===== config.mk =====
export PLATFORM = sky130hd
export DESIGN_NAME = serial_subtractor
export DESIGN_NICKNAME = d
export VERILOG_FILES = /design/src/rtl/arith_pkg.sv /design/src/rtl/full_subtractor.sv /design/src/rtl/serial_subtractor.sv
export SDC_FILE = /design/constraint.sdc
export NUM_CORES = 1
export LEC_CHECK = 0
export ABC_AREA = 1
export BUFFER_PORTS_ARGS = -buffer_cell sky130_fd_sc_hd__buf_2
export CORE_MARGIN = 2
export CORE_UTILIZATION = 25
export CTS_BUF_LIST = sky130_fd_sc_hd__clkbuf_4
export CTS_CLUSTER_SIZE = 8
export DETAILED_ROUTE_END_ITERATION = 12
export GPL_TIMING_DRIVEN = 0
export PLACE_DENSITY = 0.43
export RECOVER_POWER = 25
export SETUP_SLACK_MARGIN = 0.5
export SLEW_MARGIN = 20
export SYNTH_ARGS = -nofsm -noshare
export SYNTH_HDL_FRONTEND = slang
export SYNTH_SLANG_ARGS = --single-unit

===== constraint.sdc =====
create_clock -name CLK -period 1.35 [get_ports CLK]
set_input_delay 0.2025 -clock CLK [delete_from_list [all_inputs] [get_ports CLK]]
set_output_delay 0.2025 -clock CLK [all_outputs]
set_load 0.02 [all_outputs]

===== src/rtl/arith_pkg.sv =====
// Shared constants for the serial arithmetic blocks.
//   ARITH_WIDTH : default operand/result width
//   StIdle/StRun/StDone : FSM state encoding
package arith_pkg;

  localparam int unsigned ARITH_WIDTH = 8;

  localparam logic [1:0] StIdle = 2'd0;
  localparam logic [1:0] StRun  = 2'd1;
  localparam logic [1:0] StDone = 2'd2;

endpackage


===== src/rtl/full_subtractor.sv =====
// One-bit full subtractor: d = a - b - bin.
//   i_a, i_b, i_bin : minuend bit, subtrahend bit, borrow in
//   o_d, o_bout     : difference bit, borrow out
module full_subtractor (
  input  logic i_a,
  input  logic i_b,
  input  logic i_bin,
  output logic o_d,
  output logic o_bout
);

  assign o_d    = i_a ^ i_b ^ i_bin;
  assign o_bout = (~i_a & i_b) | (~(i_a ^ i_b) & i_bin);

endmodule


===== src/rtl/serial_subtractor.sv =====
// Bit-serial subtractor: computes Diff = A - B - Bin one bit per clock, LSB first.
//   CLK, RST_N       : clock, asynchronous active-low reset
//   Start, Bin, A, B : request and operands, captured together in IDLE
//   Busy             : high while bits are being processed
//   Done             : one-cycle pulse when Diff/Bout/Ovf are updated
//   Diff, Bout, Ovf  : registered difference, borrow out, signed overflow
module serial_subtractor
  import arith_pkg::*;
#(
  parameter int unsigned WIDTH = ARITH_WIDTH
) (
  input  logic             CLK,
  input  logic             RST_N,
  input  logic             Start,
  input  logic             Bin,
  input  logic [WIDTH-1:0] A,
  input  logic [WIDTH-1:0] B,
  output logic             Busy,
  output logic             Done,
  output logic [WIDTH-1:0] Diff,
  output logic             Bout,
  output logic             Ovf
);

  localparam int unsigned CntW = $clog2(WIDTH + 1);
  localparam logic [CntW-1:0] LastStep = CntW'(WIDTH - 1);

  logic [1:0]       r_state;
  logic [WIDTH-1:0] r_a;
  logic [WIDTH-1:0] r_b;
  logic             r_br;
  logic [WIDTH-1:0] r_dsh;
  logic [CntW-1:0]  r_cnt;
  logic [WIDTH-1:0] r_diff;
  logic             r_bout;
  logic             r_ovf;
  logic             r_busy;
  logic             r_done;

  logic w_d;
  logic w_br;

  full_subtractor u_fs (
    .i_a    (r_a[0]),
    .i_b    (r_b[0]),
    .i_bin  (r_br),
    .o_d    (w_d),
    .o_bout (w_br)
  );

  always_ff @(posedge CLK or negedge RST_N) begin
    if (!RST_N) begin
      r_state <= StIdle;
      r_a     <= '0;
      r_b     <= '0;
      r_br    <= 1'b0;
      r_dsh   <= '0;
      r_cnt   <= '0;
      r_diff  <= '0;
      r_bout  <= 1'b0;
      r_ovf   <= 1'b0;
      r_busy  <= 1'b0;
      r_done  <= 1'b0;
    end else begin
      case (r_state)
        StIdle: begin
          if (Start) begin
            r_a     <= A;
            r_b     <= B;
            r_br    <= Bin;
            r_cnt   <= '0;
            r_state <= StRun;
            r_busy  <= 1'b1;
          end
        end
        StRun: begin
          r_a   <= r_a >> 1;
          r_b   <= r_b >> 1;
          r_br  <= w_br;
          // Difference bits enter at the top so bit 0 lands at the LSB after the last step.
          r_dsh <= {w_d, r_dsh[WIDTH-1:1]};
          if (r_cnt == LastStep) begin
            r_cnt   <= '0;
            r_diff  <= {w_d, r_dsh[WIDTH-1:1]};
            r_bout  <= w_br;
            // Shift registers now hold the operand MSBs in bit 0.
            r_ovf   <= (r_a[0] != r_b[0]) && (w_d != r_a[0]);
            r_state <= StDone;
            r_busy  <= 1'b0;
            r_done  <= 1'b1;
          end else begin
            r_cnt <= r_cnt + 1'b1;
          end
        end
        StDone: begin
          r_state <= StIdle;
          r_done  <= 1'b0;
        end
        default: begin
          r_state <= StIdle;
          r_busy  <= 1'b0;
          r_done  <= 1'b0;
          r_cnt   <= '0;
        end
      endcase
    end
  end

  assign Busy = r_busy;
  assign Done = r_done;
  assign Diff = r_diff;
  assign Bout = r_bout;
  assign Ovf  = r_ovf;

endmodule


### Yosys cells after proc, flatten, opt, wreduce, memory -nomap -nowiden

Cells that the tools add are included.

| word-level totals | value |
|---|---|
| register bits | 43 |
| bits of input ports | 20 |

| operators by class | value |
|---|---|
| add/subtract/negate cells | 1 |
| eq/ne operators | 7 |
| mux-type cells | 17 |
| bitwise gates (word level) | 9 |
| reduce and logical (&&, ||, !) cells | 9 |

Operators with widths:

| cell | count |
|---|---|
| $pmux W8 S2 | 2 |
| $mux W8 | 2 |
| $pmux W4 S3 | 1 |
| $reduce_and A2 Y1 | 5 |
| $mux W4 | 2 |
| $add A4 B1 Y4 const B | 1 |
| $eq A4 B3 Y1 const B | 1 |
| $mux W1 | 4 |
| $mux W2 | 2 |
| $ne A2 B2 Y1 const B | 2 |
| $not A1 Y1 | 4 |
| $pmux W1 S2 | 2 |
| $pmux W2 S2 | 1 |
| $pmux W1 S3 | 1 |
| $reduce_and A3 Y1 | 1 |
| $and A1 B1 Y1 | 2 |
| $eq A2 B1 Y1 const B | 1 |
| $eq A2 B2 Y1 const B | 1 |
| $logic_not A2 Y1 | 1 |
| $ne A1 B1 Y1 | 2 |
| $reduce_bool A2 Y1 | 1 |
| $xor A1 B1 Y1 | 2 |
| $logic_and A1 B1 Y1 | 1 |
| $or A1 B1 Y1 | 1 |

### Logic depth before layout (Yosys ltp)

Gate-level depths: netlist of the first run.

| depth | value |
|---|---|
| word-level depth | 5 |
| depth in mapped cells | 7 |
| gate-level depth less buffers | 7 |

### Hierarchy

Synthesis of the first run repeated with hierarchy kept, for this count alone.

| second synthesis, totals | value |
|---|---|
| cells, all modules | 236 |
| area total of the unflattened synthesis | 1964.4 sq um |

Modules (own cells, without submodules):

| module | instances | cells each | area an instance (sq um) | sequential area each (sq um) |
|---|---|---|---|---|
| serial_subtractor | 1 | 232 | 1933.1 | 1051.0 |
| full_subtractor | 1 | 4 | 31.3 | 0.0 |

### Worst setup path before layout of the first run

No wires, ideal clock.

| timing path | value |
|---|---|
| path kind | reg2reg |
| start point | register r_br |
| end point | register r_ovf (netlist: Ovf) |
| data arrival time | 1.249 ns |
| data required time | 1.276 ns |
| slack | 0.027 ns |
| stages on the path, launching flop included | 6 |
| period minus slack after synthesis | 1.323 ns |
| path through | dfrtp_1 -> fa_1 -> inv_1 -> nand2_1 -> nand3b_1 -> o21ai_2 |

| on the way | value |
|---|---|
| word-level cells in the longest chain between the ends | 3 |

RTL lines:

| what | line | text |
|---|---|---|
| from (decl) | serial_subtractor.sv:31 | `logic r_br;` |
| from (signal assigned) | serial_subtractor.sv:70 | `r_br <= Bin;` |
| from (signal assigned) | serial_subtractor.sv:79 | `r_br <= w_br;` |
| $xor A1 B1 Y1 | full_subtractor.sv:12 | `assign o_d = i_a ^ i_b ^ i_bin;` |
| $ne A1 B1 Y1 | serial_subtractor.sv:87 | `r_ovf <= (r_a[0] != r_b[0]) && (w_d != r_a[0]);` |
| $logic_and A1 B1 Y1 | serial_subtractor.sv:87 |  |
| to (signal assigned) | serial_subtractor.sv:87 |  |
| to (decl) | serial_subtractor.sv:36 | `logic r_ovf;` |

No other way between the ends.
A chain may end at the register's enable or synchronous reset.

### Worst setup path in the final report of the first run

Ends and elaborated chain as after synthesis.

==> results of run 1 <==
final cells by class:
| cell class | count | area (µm²) |
|---|---|---|
| fill | 758 | 4210 |
| multi-input combinational | 140 | 1090 |
| sequential | 42 | 1050 |
| timing repair buffer | 83 | 835 |
| inverter | 42 | 165 |
| buffer | 9 | 143 |
| tap | 102 | 128 |
| clock inverter | 3 | 63.8 |
| clock buffer | 5 | 37.5 |
worst reg2reg max path, cell delays in order (launching register included):
cell and delay (ns):
dfrtp_1 0.43, fa_2 0.61, inv_1 0.05, nand2_1 0.05
nand3b_1 0.09, o21ai_2 0.11
stage by stage:
step	utilization	worst slack, ns	total power (µW)
after floorplan	-	0.0283	4420
after global placement	0.308	-0.0234	5100
after detailed placement	0.308	-0.0287	5120
after CTS	0.432	-0.0314	8380
after global routing	0.455	-0.0903	9650
final	0.455	-0.0284	9000
flip-flops by register name (all words and copies together), names as in the netlist:
register	count
Diff	8
r_a	8
r_b	8
r_dsh	7
r_cnt	4
r_state	2
Bout	1
Busy	1
Done	1
Ovf	1
r_br	1
cells by family (layout without fill, tap and decap cells):
group / Yosys count / after routing / share of synthesized area
simple gates: 100 / 101 / 0.220
buf+inv: 51 / 142 / 0.119
compound gates: 36 / 36 / 0.109
flops: 42 / 42 / 0.529
fa+ha+maj: 3 / 3 / 0.0227
what timing repair did:
| item | 4_1_cts | 5_1_grt |
|---|---|---|
| buffers inserted | 36 | 9 |
| pin swaps | 23 | 19 |
| setup endpoints to repair | 54 | 54 |
| gates resized for setup | 102 | 30 |
| hold endpoints to repair | 0 | 42 |
| gates cloned | 8 | 0 |
synthesized netlist by cell type:
cell type,count
inv_2,2
nand3b_1,1
o21ai_2,10
buf_4,1
buf_6,5
or2_2,1
nand2_2,1
nor2_1,1
a21oi_1,1
nand4_1,1
inv_1,40
nand3_1,21
nand2_1,70
buf_2,3
fa_1,1
o21ai_1,10
o21ai_0,15
nor2_2,1
ha_1,2
dfrtp_1,42
nor2_4,1
nand2_4,2
worst max-delay path by stage:
stage	depth (start not counted)	end	start
6_report	5	Ovf	r_br
5_1_grt	5	Ovf	r_br
4_1_cts	6	Ovf	r_a[0]
3_5_place_dp	5	Ovf	r_br
3_3_place_gp	5	Ovf	r_br
2_1_floorplan	5	Ovf	r_br
power by group through the flow:
| stage | sequential [µW] | combinational [µW] | clock [µW] |
|---|---|---|---|
| floorplan | 2410 | 2010 | 0 |
| global placement | 2220 | 2880 | 0 |
| detailed placement | 2240 | 2890 | 0 |
| CTS | 2230 | 5100 | 1050 |
| global route | 2330 | 6200 | 1120 |
| finish | 2260 | 5710 | 1030 |
per-layer routing:
metal	routed length (µm)	track usage	up-vias
li1	-	-	908
met1	2380	0.162	859
met2	2790	0.231	25
met3	155	0.0282	7
met4	69	0.0404	0
met5	0	0	-
==> metrics.md, run 1 <==
| Metric | Value |
|---|---|
| GP Congestion | 0.712 |
| Input/output buffers | 31 |
| WP buf/inv | 1 |
| Worst Tran Pin Value | 1.12 ns |
| Most frequent cells in the layout | 40 x dfrtp_1, 38 x nand2_1, 37 x inv_1 |
| R2R setup slack | -0.03 ns |
| Syn. warnings | 0 |
| CP Data Arrival Time | 1.69 ns |
| Hold Slack | 0.00807 ns |
| Switching pwr | 3490 µW |
| Initial antenna violation count | 0 |
| Period minus WS final | 1.38 ns |
| Post-Layout Inst Area | 3510 µm² |
| Critical setup path kind | flop to flop |
| Antenna Cells | 0 |
| Synth top area share | 0.529 |
| Largest net degree at the start of global routing | 43 |
| Worst relative slew slack | 0.255 |
| Final Max Slew Viols | 0 |
| Vias | 1799 |
| Status | finished, violations left |
| Flop pwr share | 0.251 |
| H-tree depth | 2 |
| Final hold violations | 0 |
| Worst r2r dst | Ovf |
| Worst VDD drop | 0.000864 V |
| Vias in the first global route | 1799 |
| Hold Crit Class | input port to async pin |
| Highest Clock Rate | 725 MHz |
| Switching share of power | 0.388 |
| Antenna viol nets, final | 0 |
| Unique cell type count in the Yosys netlist | 22 |
| Share of total power in the clock network | 0.115 |
| # clock sinks | 42 |
| Logic pwr share | 0.635 |
| Routed WL per cell | 12.7 µm |
| Max-cap viol count | 0 |
| Grt ovf | 0 |
| Top delay family on crit path | adder cells |
| Area contributors post-synth | dfrtp_1 53%, nand2_1 13%, inv_1 7.6%, nand3_1 5.3%, o21ai_2 4.4% |
| Final worst slack | -0.0284 ns |
| DRC viols | 0 |
| Final Cycle Share | 1.02 |
| Clock Latency Late Sink | 0.37 ns |
| First-pass GRT wire length | 8780 µm |
| Pint | 5510 µW |
| Starting Density | 0.257 |
| Setup violators final | 1 |
| Placed Instance Area | 2380 µm² |
| Critical Path Slowest Stage Cell | fa_2 |
| Core area | 7730 µm² |
| Worst Setup End Kind | flop |
| Final net count | 346 |
| Post-Syn Nets | 255 |
| #FFs+latches synth | 42 |
| CP required | 1.66 ns |
| FF-to-FF Start | r_br |
| DIE HEIGHT | 93.2 µm |
| Seq/Total Area, Yosys | 0.529 |
| Drt pass-1 iters | 4 |
| Vias/cell | 4.22 |
| Iteration-0 DRC Markers | 61 |
| Die W | 93.2 µm |
| Total global-route track usage | 0.132 |
| Max Clock Skew | 0.0161 ns |
| Pleak | 0.00181 µW |
| Commonest non-fill, non-tap cell in the layout | dfrtp_1 |
| Fin Setup TNS | -0.0284 ns |
| DIE AREA | 8680 µm² |
| TritonCTS clock tree | yes |
| WL final | 5400 µm |
| Crit-path max cell delay | 0.61 ns |
| Synthesized area | 1990 µm² |
| TritonCTS Buffers | 5 |
| Clock root cell | clkbuf_4 |
| Post-Synthesis Cells | 232 |
| Cell taking the most area after synthesis | dfrtp_1 |
| Power per cell area | 2560 nW/µm² |
| Placed cells | 365 |
| Cts hold-fix bufs | 0 |
| CP Max Fanout | 4 |
| Synthesized area per cell | 8.57 µm² |
| FF-to-FF path depth | 5 |
| IO Pins | 32 |
| Share of layout cells above drive strength 1 | 0.571 |
| Failing checks | setup timing |
| Num rows | 32 |
| Critical Path Start Type | flop |
| Non-Filler Instances | 426 |
| CTS clk-pin slew, worst paths | 0.15 ns |
| Area Overhead vs Synth | 76.8% |
| Unrepaired setup endpoints after global routing | yes |
| Detailed Place HPWL | 2880 µm |
| CTS max path bufs | 2 |
| CP Cell Sequence | fa_2 > inv_1 > nand2_1 > nand3b_1 > o21ai_2 |
Note: power is estimated with default switching activity, not from simulation.
==> run 2: changes to the inputs <==
--- a/config.mk
+++ b/config.mk
@@ -7,12 +7,13 @@
 export LEC_CHECK = 0
 export ABC_AREA = 1
 export BUFFER_PORTS_ARGS = -buffer_cell sky130_fd_sc_hd__buf_2
+export CORE_ASPECT_RATIO = 1.75
 export CORE_MARGIN = 2
 export CORE_UTILIZATION = 25
 export CTS_BUF_LIST = sky130_fd_sc_hd__clkbuf_4
+export CTS_CLUSTER_DIAMETER = 150
 export CTS_CLUSTER_SIZE = 8
 export DETAILED_ROUTE_END_ITERATION = 12
-export GPL_TIMING_DRIVEN = 0
 export PLACE_DENSITY = 0.43
 export RECOVER_POWER = 25
 export SETUP_SLACK_MARGIN = 0.5
==> run 2 against run 1 <==
Against the previous run: the run still ends with setup timing left; die area is 0.33% higher; critical path depth did not move; hold slack better by 0.064 ns; fmax rose by 0.60%; sequential power about the same; routed wire length fell by 3.4%; critical path type unchanged; first-iteration DRC count stayed put; non-clock buffer count fell by 12; highest routed layer unchanged; core utilization down 2.8 points; register-to-register slack about the same; clock skew is 0.014 ns lower; clock power down 37%.
==> metrics.md, run 2 (synthesis results as in run 1) <==
| Metric | Value |
|---|---|
| Status | finished, violations left |
| Failing checks | setup timing |
| Routing usage on met3 | 0.0223 |
| Vias | 1759 |
| H-tree depth | 2 |
| Switching share of power | 0.414 |
| Worst relative slew slack | 0.599 |
| DIE AREA | 8710 µm² |
| Share of total power in the clock network | 0.078 |
| Iteration-0 DRC Markers | 61 |
| Clock Latency Late Sink | 0.36 ns |
| Highest Clock Rate | 730 MHz |
| Commonest non-fill, non-tap cell in the layout | dfrtp_1 |
| Flop pwr share | 0.270 |
| CTS max path bufs | 2 |
| # clock sinks | 42 |
| Multi-input gate area | 1130 µm² |
| R2R setup slack | -0.02 ns |
| Hold path endpoint | r_a[7] |
| FF-to-FF Start | r_br |
| TritonCTS clock tree | yes |
| DRC viols | 0 |
| Final worst slack | -0.0202 ns |
| Worst VDD drop | 0.000993 V |
| Starting Density | 0.255 |
| Met2 GRT Util | 0.234 |
| Power per cell area | 2500 nW/µm² |
| Share of layout cells above drive strength 1 | 0.554 |
| Busiest grt layer | met2 |
| Reg area | 1050 µm² |
| Core area | 7800 µm² |
| First-pass GRT wire length | 8420 µm |
| Drt pass-1 iters | 4 |
| Clock root cell | clkbuf_4 |
| Most frequent cells in the layout | 41 x dfrtp_1, 36 x nand2_1, 36 x inv_1 |
| Hold Path Origin | A[7] |
| Max-cap viol count | 0 |
| Detailed Place HPWL | 2820 µm |
| Worst Setup End Kind | flop |
| Pleak | 0.00168 µW |
| Antenna viol nets, final | 0 |
| Placed cells | 354 |
| Final net count | 336 |
| Area Overhead vs Synth | 67.5% |
| CTS clk-pin slew, worst paths | 0.13 ns |
| GP Congestion | 0.761 |
| Grt ovf | 0 |
| Final Max Slew Viols | 0 |
| Total global-route track usage | 0.125 |
| IO Pins | 32 |
| Fin util | 0.427 |
| Max Clock Skew | 0.00228 ns |
| TritonCTS Buffers | 5 |
| Routed WL per cell | 12.9 µm |
| Critical setup path kind | flop to flop |
| Vias in the first global route | 1766 |
| Switching pwr | 3440 µW |
| Filler cells | 764 |
| FF-to-FF path depth | 5 |
| WL final | 5220 µm |
| Setup violators final | 1 |
| CP Data Arrival Time | 1.67 ns |
| Initial antenna violation count | 1 |
| Met1 usage | 0.133 |
| Critical Path Start Type | flop |
| Num rows | 43 |
| Hold Crit Class | input port to flop |
| Minimum setup slack after placement | -0.000160 ns |
| Input/output buffers | 31 |
| Pint | 4870 µW |
| Worst Tran Pin Value | 0.601 ns |
| Non-Filler Instances | 405 |
| Worst r2r dst | Ovf |
| Hold path cells | 3 |
| Unrepaired setup endpoints after global routing | yes |
| Largest net degree at the start of global routing | 43 |
| Final Cycle Share | 1.01 |
| DIE HEIGHT | 122 µm |
| Final hold violations | 0 |
| Period minus WS final | 1.37 ns |
| Die W | 71.4 µm |
| Logic pwr share | 0.652 |
| Vias/cell | 4.34 |
| CP Max Fanout | 4 |
| CP required | 1.65 ns |
[run 2: cell types whose count changed in the layout (fill, tap and decap cells not counted), moves of 5 or more]
cell / previous run / this run
buf_6: 29 / 22
nand2_4: 25 / 20
nand3_1: 7 / 2
nand2_2: 9 / 14
o21ai_2: 22 / 14
o21ai_1: 11 / 19
nand3_2: 14 / 19
[run 2: what timing repair did]
action | 4_1_cts | 5_1_grt
cloned | 7 | 2
setup endpoints to repair | 54 | 54
hold endpoints to repair | 42 | 0
hold buffers | 1 | 0
buffers inserted | 28 | 4
pin swaps | 28 | 25
resized for setup | 100 | 15
[run 2: worst max-delay path: stages, from the launching register on]
cell and delay, ns:
dfrtp_1 0.43, fa_2 0.61, inv_2 0.04, nand2_1 0.05, nand3b_1 0.08, o21ai_2 0.11
[run 2: layer usage]
metal	up-vias	share of wire
met1	835	0.38
met2	33	0.56
li1	882	-
met3	9	0.025
met5	-	0
met4	0	0.026
[run 2: cell type report]
type / count / share of cell area
diodes: 1 / 0.000752
flip-flops and latches: 42 / 0.316
multi-input cells: 142 / 0.340
clock buffers: 6 / 0.0135
clock inverters: 2 / 0.00263
repair buffers: 80 / 0.245
well taps: 90 / 0.0338
inverters: 42 / 0.0481
[run 2: per-stage QoR]
stage	total power [µW]	setup TNS [ns]	instance area [µm²]	hold slack, ns
floorplan	4420	0	2100	-0.0931
global placement	5200	0	2390	0.197
detailed placement	5240	-0.000160	2390	0.203
CTS	7940	-0.0184	3200	0.0564
global route	8960	-0.633	3330	0.0495
finish	8310	-0.0202	3330	0.0717
[run 2: how the worst max path moves through the flow]
stage,slack (ns),end,cells past startpoint,startpoint
finish,-0.02,Ovf,5,r_br
global placement,0.02,Ovf,5,r_br
CTS,-0.02,Ovf,6,r_a[0]
detailed placement,-0.0002,Ovf,5,r_br
global route,-0.09,Ovf,5,r_br
floorplan,0.03,Ovf,5,r_br
[run 2: power by group through the flow]
stage | Combinational, µW | Sequential, µW | Clock (µW)
after global routing | 5920 | 2300 | 737
after global placement | 3000 | 2200 | 0
after detailed placement | 3030 | 2220 | 0
after floorplan | 2010 | 2410 | 0
final | 5420 | 2240 | 647
after CTS | 5030 | 2220 | 687
